[src/rtl/register_kris.sv]
// register_kris: clock-enabled storage register with synchronous active-high reset.
//   Holds one field of per-frame sprite state: x position, y position, or glyph/movement index.
//   The glyph address generator pulses en for one cycle when RAM read data is valid.
//   Ports:
//     clk   - system clock; all state changes happen on its rising edge
//     reset - synchronous, active-high; loads RESET_VALUE and takes priority over en
//     en    - load enable; when high, d is captured on the next rising edge
//     d     - WIDTH-bit data to capture
//     q     - WIDTH-bit stored value, driven directly by the flops
module register_kris #(
    parameter int unsigned            WIDTH       = 16,
    parameter logic [WIDTH-1:0] RESET_VALUE = '0
) (
    input  logic             clk,
    input  logic             reset,
    input  logic             en,
    input  logic [WIDTH-1:0] d,
    output logic [WIDTH-1:0] q
);
    always_ff @(posedge clk)
        if (reset) q <= RESET_VALUE;
        else if (en) q <= d;
endmodule

[config.mk]
export PLATFORM = sky130hd
export DESIGN_NAME = register_kris
export DESIGN_NICKNAME = d
export VERILOG_FILES = /design/src/rtl/register_kris.sv
export SDC_FILE = /design/constraint.sdc
export NUM_CORES = 1
export LEC_CHECK = 0
export CORE_MARGIN = 5
export CORE_UTILIZATION = 38
export CTS_CLUSTER_SIZE = 25
export DETAILED_ROUTE_END_ITERATION = 8
export PLACE_DENSITY = 0.82
export SLEW_MARGIN = 0
export SYNTH_ARGS = -nofsm -noshare
export SYNTH_HDL_FRONTEND = slang
export SYNTH_SLANG_ARGS = --single-unit
[constraint.sdc]
create_clock -name clk -period 1.22 [get_ports clk]
set_input_delay 0.244 -clock clk [delete_from_list [all_inputs] [get_ports clk]]
set_output_delay 0.244 -clock clk [all_outputs]
set_load 0.02 [all_outputs]
# Yosys cells after proc, flatten, opt, wreduce, memory -nomap -nowiden
# Cells that the tools add are included.
totals:
  ff_bits: 16
  out_inout_bits: 16
  word_cells: 1
  in_bits: 19

# Depth between registers and ports, before layout
# Gate-level depths: netlist of the first run.
depth:
  depth_word: 0
  depth_mapped: 4
  ltp_nobuf: 2

# Worst setup path before layout of the first run
# No wires, ideal clock.
synth_timing:
  path_type: "input -> register"
  from: "in en"
  to: "reg q[10]"
  n_path_buf: 2
  setup_time_ns: 0.117
  stages: 4
  setup_slack_ns: 0.394
  arrival_time_ns: 0.709
  required_ns: 1.103
  cell_sequence: "buf_6 -> buf_12 -> mux2i_1 -> nor2_1"
synth_rtl:
  columns: ["element", "line", "rtl"]
  rows:
  - ["start: declaration", "16", "input logic en,"]
  - ["end signal: assignment", "21", "if (reset) q <= RESET_VALUE;"]
  - ["end signal: assignment", "22", "else if (en) q <= d;"]
  - ["end: declaration", "18", "output logic [WIDTH-1:0] q"]

# Worst setup path after layout of the first run
layout_timing:
  from: "reg q[0]"
  to: "out q[0]"
# No word-level cell between the ends.

==> results by group, run 1 <==
Synthesis
  – Yosys cell types: 7
  – Syn Nets: 71
  – Yosys warnings: 0
  – Largest cells by area after synthesis: dfxtp_1, mux2i_1, nor2_1
  – Async SR Flop Fraction: 0%
  – Commonest cells post-synth: dfxtp_1, mux2i_1, nor2_1
  – Number of synthesized register bits: 16
  – EDFF count, synth: 0
  – Mapped Area: slightly below 600 um^2
  – Sequential share of the synthesized area: between 50% and 60%
  – Post-synth top area share: 55.2%
  – Syn Inst Count: 52
  – Area leader, netlist: dfxtp_1
  – Synth Flop Type: dfxtp_1
  – Mapped Avg Cell Area: about 11 um^2

Worst setup path
  – R2R Path End: q[5]$_SDFFE_PP0P_
  – Reg2Reg Depth: 2
  – Crit path cell chain: dlygate4sd2_1
  – Critical path class: reg2out
  – Reg-to-Reg Start: q[5]$_SDFFE_PP0P_
  – Crit path required time: between 0.9 and 1 ns
  – Crit-path leading delay family: flip-flops
  – Slowest stage delay, CP: approximately 0.34 ns
  – CP arrival: around 0.95 ns
  – R2R Setup Slk: 0.61 ns
  – Critical path origin: q[0]$_SDFFE_PP0P_
  – Worst setup EP type: output port
  – Worst-path maximum fanout: 2
  – CP Launch Type: flip-flop
  – CP Capture Point: q[0]
  – Crit-path slowest cell: dfxtp_1
  – WP buf/inv: 1
  – CP Depth: 1

Power
  – P per Cell Area: approximately 1100 nW/um^2
  – Net switching power: 0.252 mW
  – Logic pwr share: 21.3%
  – Clk pwr share: 24.4%
  – P_int: 0.793 mW
  – Switch share: 24.1%
  – Worst VDD drop: about 860 uV
  – Lkg Pwr: approximately 0.45 nW
  – Flop pwr share: between 50 and 60%

Placement
  – Dpl cell area: 941 um^2
  – RePlAce Congestion: between 0.6 and 0.7
  – IO Port Bufs: 34
  – Dpl ws: -0.105 ns
  – Post-DP HPWL: about 1000 um
  – DP Cell Count: 100

Finish
  – Layout cells sized above 1: under 10%
  – Biggest register: q
  – Area growth syn-to-layout: 64.7%
  – Number of flip-flops in the largest register: 16
  – Antenna cells: 0
  – NumNets Final: approximately 110
  – Non-filler instance count after layout: approximately 100
  – Final Instance Area: around 960 um^2
  – Biggest regs: q: 16 flops

Clock network
  – H-tree depth: 1
  – Clk buf depth: 2
  – Reg clk slew, reported paths: ~0.08 ns
  – Clock buffer count from CTS: 3
  – CTS tree: done
  – Post-CTS Setup Inserts: 0
  – Clk sinks: 16
  – CTS Root Cell: clkbuf_4
  – Worst-Skew Late Latency: 0.27 ns

Floorplanning
  – Core footprint: between 1000 and 1500 um^2
  – Die W: 49.1 um
  – Row count: 14
  – Die Area: roughly 2400 um^2
  – # IOs: 35
  – Starting density of the core: 39.5%
  – Die Y: slightly below 50 um

Worst hold path
  – Hold Path Stages: 2
  – Hold crit path type: reg2reg

Drt
  – DR vias/cell: about 4.6
  – DRC: 0
  – Wire per inst: around 13 um
  – Vias: roughly 480
  – Detailed Routing Iterations Pass 1: 4
  – DRT iter0 DRCs: 2
  – Final wirelength: 1300 um
  – Routed Antenna Nets: 0

STA
  – Final Worst Setup Slack: 0.0306 ns
  – Fmax: 0.841 GHz
  – Worst Clk Skew: 0 ns
  – Endpoints failing hold: 0
  – RSZ-0062 raised after global routing: false
  – Worst slew margin: 85.0%
  – Worst-Margin Slew: around 0.23 ns
  – Post-route minimum period: 1.19 ns
  – Final period utilization: a little over nine tenths
  – Final Max Tran Viols: 0
  – Setup violators final: 0

Global routing
  – Pin count of the biggest net entering global routing: 17
  – First-pass GRT wire length: 2080 um
  – Grt ovf: 0
  – Initial antenna violation count: 0
  – All-Layer GR Usage: a little over a tenth
  – Vias in the first global route: 477

Flow run
  – Max-cap violation count: 0

Run status
  – Outcome: finished clean
## worst min path at each step
stage                         end  slack, ns          startpoint
2_1_floorplan   q[0]$_SDFFE_PP0P_       0.39                d[0]
3_3_place_gp    q[4]$_SDFFE_PP0P_       0.47   q[4]$_SDFFE_PP0P_
3_5_place_dp    q[6]$_SDFFE_PP0P_       0.48   q[6]$_SDFFE_PP0P_
4_1_cts        q[13]$_SDFFE_PP0P_       0.50  q[13]$_SDFFE_PP0P_
5_1_grt        q[15]$_SDFFE_PP0P_       0.53  q[15]$_SDFFE_PP0P_
6_report        q[2]$_SDFFE_PP0P_       0.49   q[2]$_SDFFE_PP0P_
## cell usage in the layout, fill, tap and decap left out
cell and instances:
clkdlybuf4s50_1 18, mux2i_1 16, nor2_1 16, dfxtp_1 16, clkdlybuf4s15_1 10, dlygate4sd2_1 6, clkbuf_4 3, buf_12 2
## cells by family after synthesis
kind of cell           synth area share, %
and+or+nand+nor                       10.3
muxes                                 27.6
buffers and inverters                 6.90
DFF                                   55.2
## final cells by class
class                   instances  area [um^2]
clock buffers                   3         22.5
well taps                      16         20.0
flip-flops and latches         16          320
multi-input cells              32          220
repair buffers                 36          373
fillers                       133          515
## routing by layer
metal | global-route usage [%] | vias to the layer above | routed length, um
li1 | - | 243 | -
met1 | 10.8 | 220 | 482
met2 | 19.3 | 10 | 750
met3 | 3.36 | 2 | 52
met4 | 6.73 | 0 | 17
met5 | 0 | - | 0
## power groups by stage
stage | logic (mW) | registers (mW) | clock network [mW]
finish | 0.222 | 0.567 | 0.255
floorplan | 0.0714 | 0.618 | 0
detailed placement | 0.243 | 0.580 | 0
global placement | 0.239 | 0.580 | 0
CTS | 0.222 | 0.567 | 0.268
global route | 0.237 | 0.571 | 0.288
## per-stage QoR
stage               TNS [ns]  util, %  hold WS, ns  total power, mW
finish                     0     65.0        0.493             1.04
global route               0     65.0        0.531             1.10
CTS                        0     64.1        0.499             1.06
detailed placement     -1.15     63.9        0.484            0.823
global placement      -0.980     63.9        0.474            0.819
floorplan                  0        -        0.391            0.690
## repair_timing
action,CTS,global route
endpoints found under the hold margin,0,0
endpoints found under the setup margin,16,10
resized for setup,16,10
hold buffers,0,0
Power figures use the tool's default switching activity.
==> inputs of run 2 (changes only) <==
--- a/config.mk
+++ b/config.mk
@@ -5,6 +5,7 @@
 export SDC_FILE = /design/constraint.sdc
 export NUM_CORES = 1
 export LEC_CHECK = 0
+export CAP_MARGIN = 10
 export CORE_MARGIN = 5
 export CORE_UTILIZATION = 38
 export CTS_CLUSTER_SIZE = 25
==> results of run 2 <==
Same layout as run 1: the final DEF is identical, and so are final timing and power.
==> inputs of run 3 (changes only) <==
--- a/config.mk
+++ b/config.mk
@@ -7,10 +7,10 @@
 export LEC_CHECK = 0
 export CAP_MARGIN = 10
 export CORE_MARGIN = 5
-export CORE_UTILIZATION = 38
+export CORE_UTILIZATION = 35
 export CTS_CLUSTER_SIZE = 25
 export DETAILED_ROUTE_END_ITERATION = 8
-export PLACE_DENSITY = 0.82
+export PLACE_DENSITY = 0.76
 export SLEW_MARGIN = 0
 export SYNTH_ARGS = -nofsm -noshare
 export SYNTH_HDL_FRONTEND = slang
==> results by group, run 3 (same netlist as run 1, synthesis figures left out) <==
Run status
  – Outcome: finished clean

Power
  – Worst VDD drop: approximately 1000 uV
  – P per Cell Area: about 1200 nW/um^2
  – Lkg Pwr: roughly 0.44 nW

Worst setup path
  – Reg2Reg Depth: 2
  – Crit path required time: about 0.98 ns
  – Worst setup EP type: output port
  – Crit path cell chain: clkdlybuf4s15_1
  – CP Depth: 1
  – CP arrival: between 0.9 and 1 ns
  – CP Launch Type: flip-flop
  – Slowest stage delay, CP: 0.34 ns
  – WP buf/inv: 1
  – Critical path class: reg2out
  – Crit-path slowest cell: dfxtp_1
  – Crit-path leading delay family: flip-flops
  – Worst-path maximum fanout: 2

Finish
  – Antenna cells: 0
  – Fillcell total: 140
  – Number of flip-flops in the largest register: 16
  – Biggest regs: q: 16 flops
  – Biggest register: q
  – Commonest non-fill, non-tap cell in the layout: clkdlybuf4s50_1
  – Commonest non-fill, non-tap cells in the layout: clkdlybuf4s50_1, mux2i_1, nor2_1, dfxtp_1, clkbuf_2
  – NumNets Final: 109
  – Layout cells sized above 1: ~22%
  – Area growth syn-to-layout: 56.2%

Clock network
  – Clk sinks: 16
  – H-tree depth: 1
  – Worst-Skew Late Latency: approximately 0.28 ns
  – Clk buf depth: 2
  – Post-CTS Setup Inserts: 0
  – Reg clk slew, reported paths: 0.08 ns
  – Clock buffer count from CTS: 3
  – CTS Root Cell: clkbuf_4
  – CTS tree: done

Global routing
  – First-pass GRT wire length: 2120 um
  – Vias in the first global route: 536
  – Pin count of the biggest net entering global routing: 17
  – Initial antenna violation count: 0
  – Grt ovf: 0
  – All-Layer GR Usage: between 10% and 20%

STA
  – Final period utilization: between 90 and 100%
  – Fmax: approximately 0.86 GHz
  – Setup tns final: 0 ns
  – Worst-Margin Slew: just over 0.2 ns
  – Worst Clk Skew: 0 ns
  – RSZ-0062 raised after global routing: false
  – Post-route minimum period: ~1.2 ns
  – Final Max Tran Viols: 0
  – Final Worst Setup Slack: between 0.05 and 0.06 ns
  – Endpoints failing hold: 0
  – Setup violators final: 0
  – Worst slew margin: between 80% and 90%

Floorplanning
  – Row count: 14
  – # IOs: 35
  – Starting density of the core: between 30 and 40%
  – Die Area: 2570 um^2
  – Die Y: 50.7 um
  – Die W: between 50 and 60 um
  – Core footprint: ~1500 um^2

Drt
  – Vias: between 400 and 500
  – DR vias/cell: ~4.6
  – Final wirelength: around 1300 um
  – Routed Antenna Nets: 0
  – DRT iter0 DRCs: 9
  – Detailed Routing Iterations Pass 1: 3
  – Wire per inst: roughly 13 um
  – DRC: 0

Worst hold path
  – Hold Path Stages: 2
  – Hold crit path type: reg2reg

Placement
  – IO Port Bufs: 34
  – RePlAce Congestion: slightly above 0.6
  – Post-DP HPWL: ~1100 um
  – Dpl ws: -0.0863 ns

Flow run
  – Max-cap violation count: 0
[run 3: cell types whose count changed in the layout (fill, tap and decap cells not counted), sizes merged]
| cell | before | now |
|---|---|---|
| dlygate4sd2 | 6 | 0 |
| clkbuf | 3 | 17 |
| clkdlybuf4s15 | 10 | 3 |
| buf | 2 | 3 |
[run 3: power breakdown]
part           switching, mW  internal, mW
Sequential            0.0153         0.553
Clock                  0.155         0.182
Combinational         0.0959         0.113
[run 3: worst register-to-register path, cell delays in order (launching register included)]
cell     delay (ns)
dfxtp_1        0.32
mux2i_1        0.13
nor2_1         0.06
[run 3: repair_timing]
item | in CTS | in global routing
resized for setup | 22 | 23
endpoints found under the setup margin | 16 | 16
hold buffers | 0 | 0
[run 3: worst paths after layout]
path                            slack [ns]         startpoint                end
worst min register to register        0.50  q[4]$_SDFFE_PP0P_  q[4]$_SDFFE_PP0P_
worst max-delay path                  0.06  q[9]$_SDFFE_PP0P_               q[9]
worst max register to register        0.61  q[5]$_SDFFE_PP0P_  q[5]$_SDFFE_PP0P_
worst min-delay path                  0.50  q[4]$_SDFFE_PP0P_  q[4]$_SDFFE_PP0P_
[run 3: through the flow]
stage | hold slack [ns] | cells | area (um^2) | power [mW] | util [%]
after global placement | 0.472 | 101 | 936 | 0.818 | 60.7
after detailed placement | 0.482 | 101 | 936 | 0.820 | 60.7
after floorplan | 0.391 | 52 | 581 | 0.690 | -
after global routing | 0.530 | 105 | 907 | 1.18 | 58.8
final | 0.498 | 105 | 907 | 1.11 | 58.8
after CTS | 0.502 | 105 | 960 | 1.14 | 62.3
[run 3: final cells by class]
cell class / instances / area, um^2 / share of cell area [%]
clock buffers: 4 / 36.3 / 4.00
repair buffers: 37 / 310 / 34.2
well taps: 16 / 20.0 / 2.21
flip-flops and latches: 16 / 320 / 35.3
multi-input cells: 32 / 220 / 24.3
[run 3: layer usage]
layer  routed length, um  global-route usage [%]
met4                  25                    6.38
met2                 739                    19.0
met3                  65                    6.21
met1                 484                    10.7
met5                   0                       0
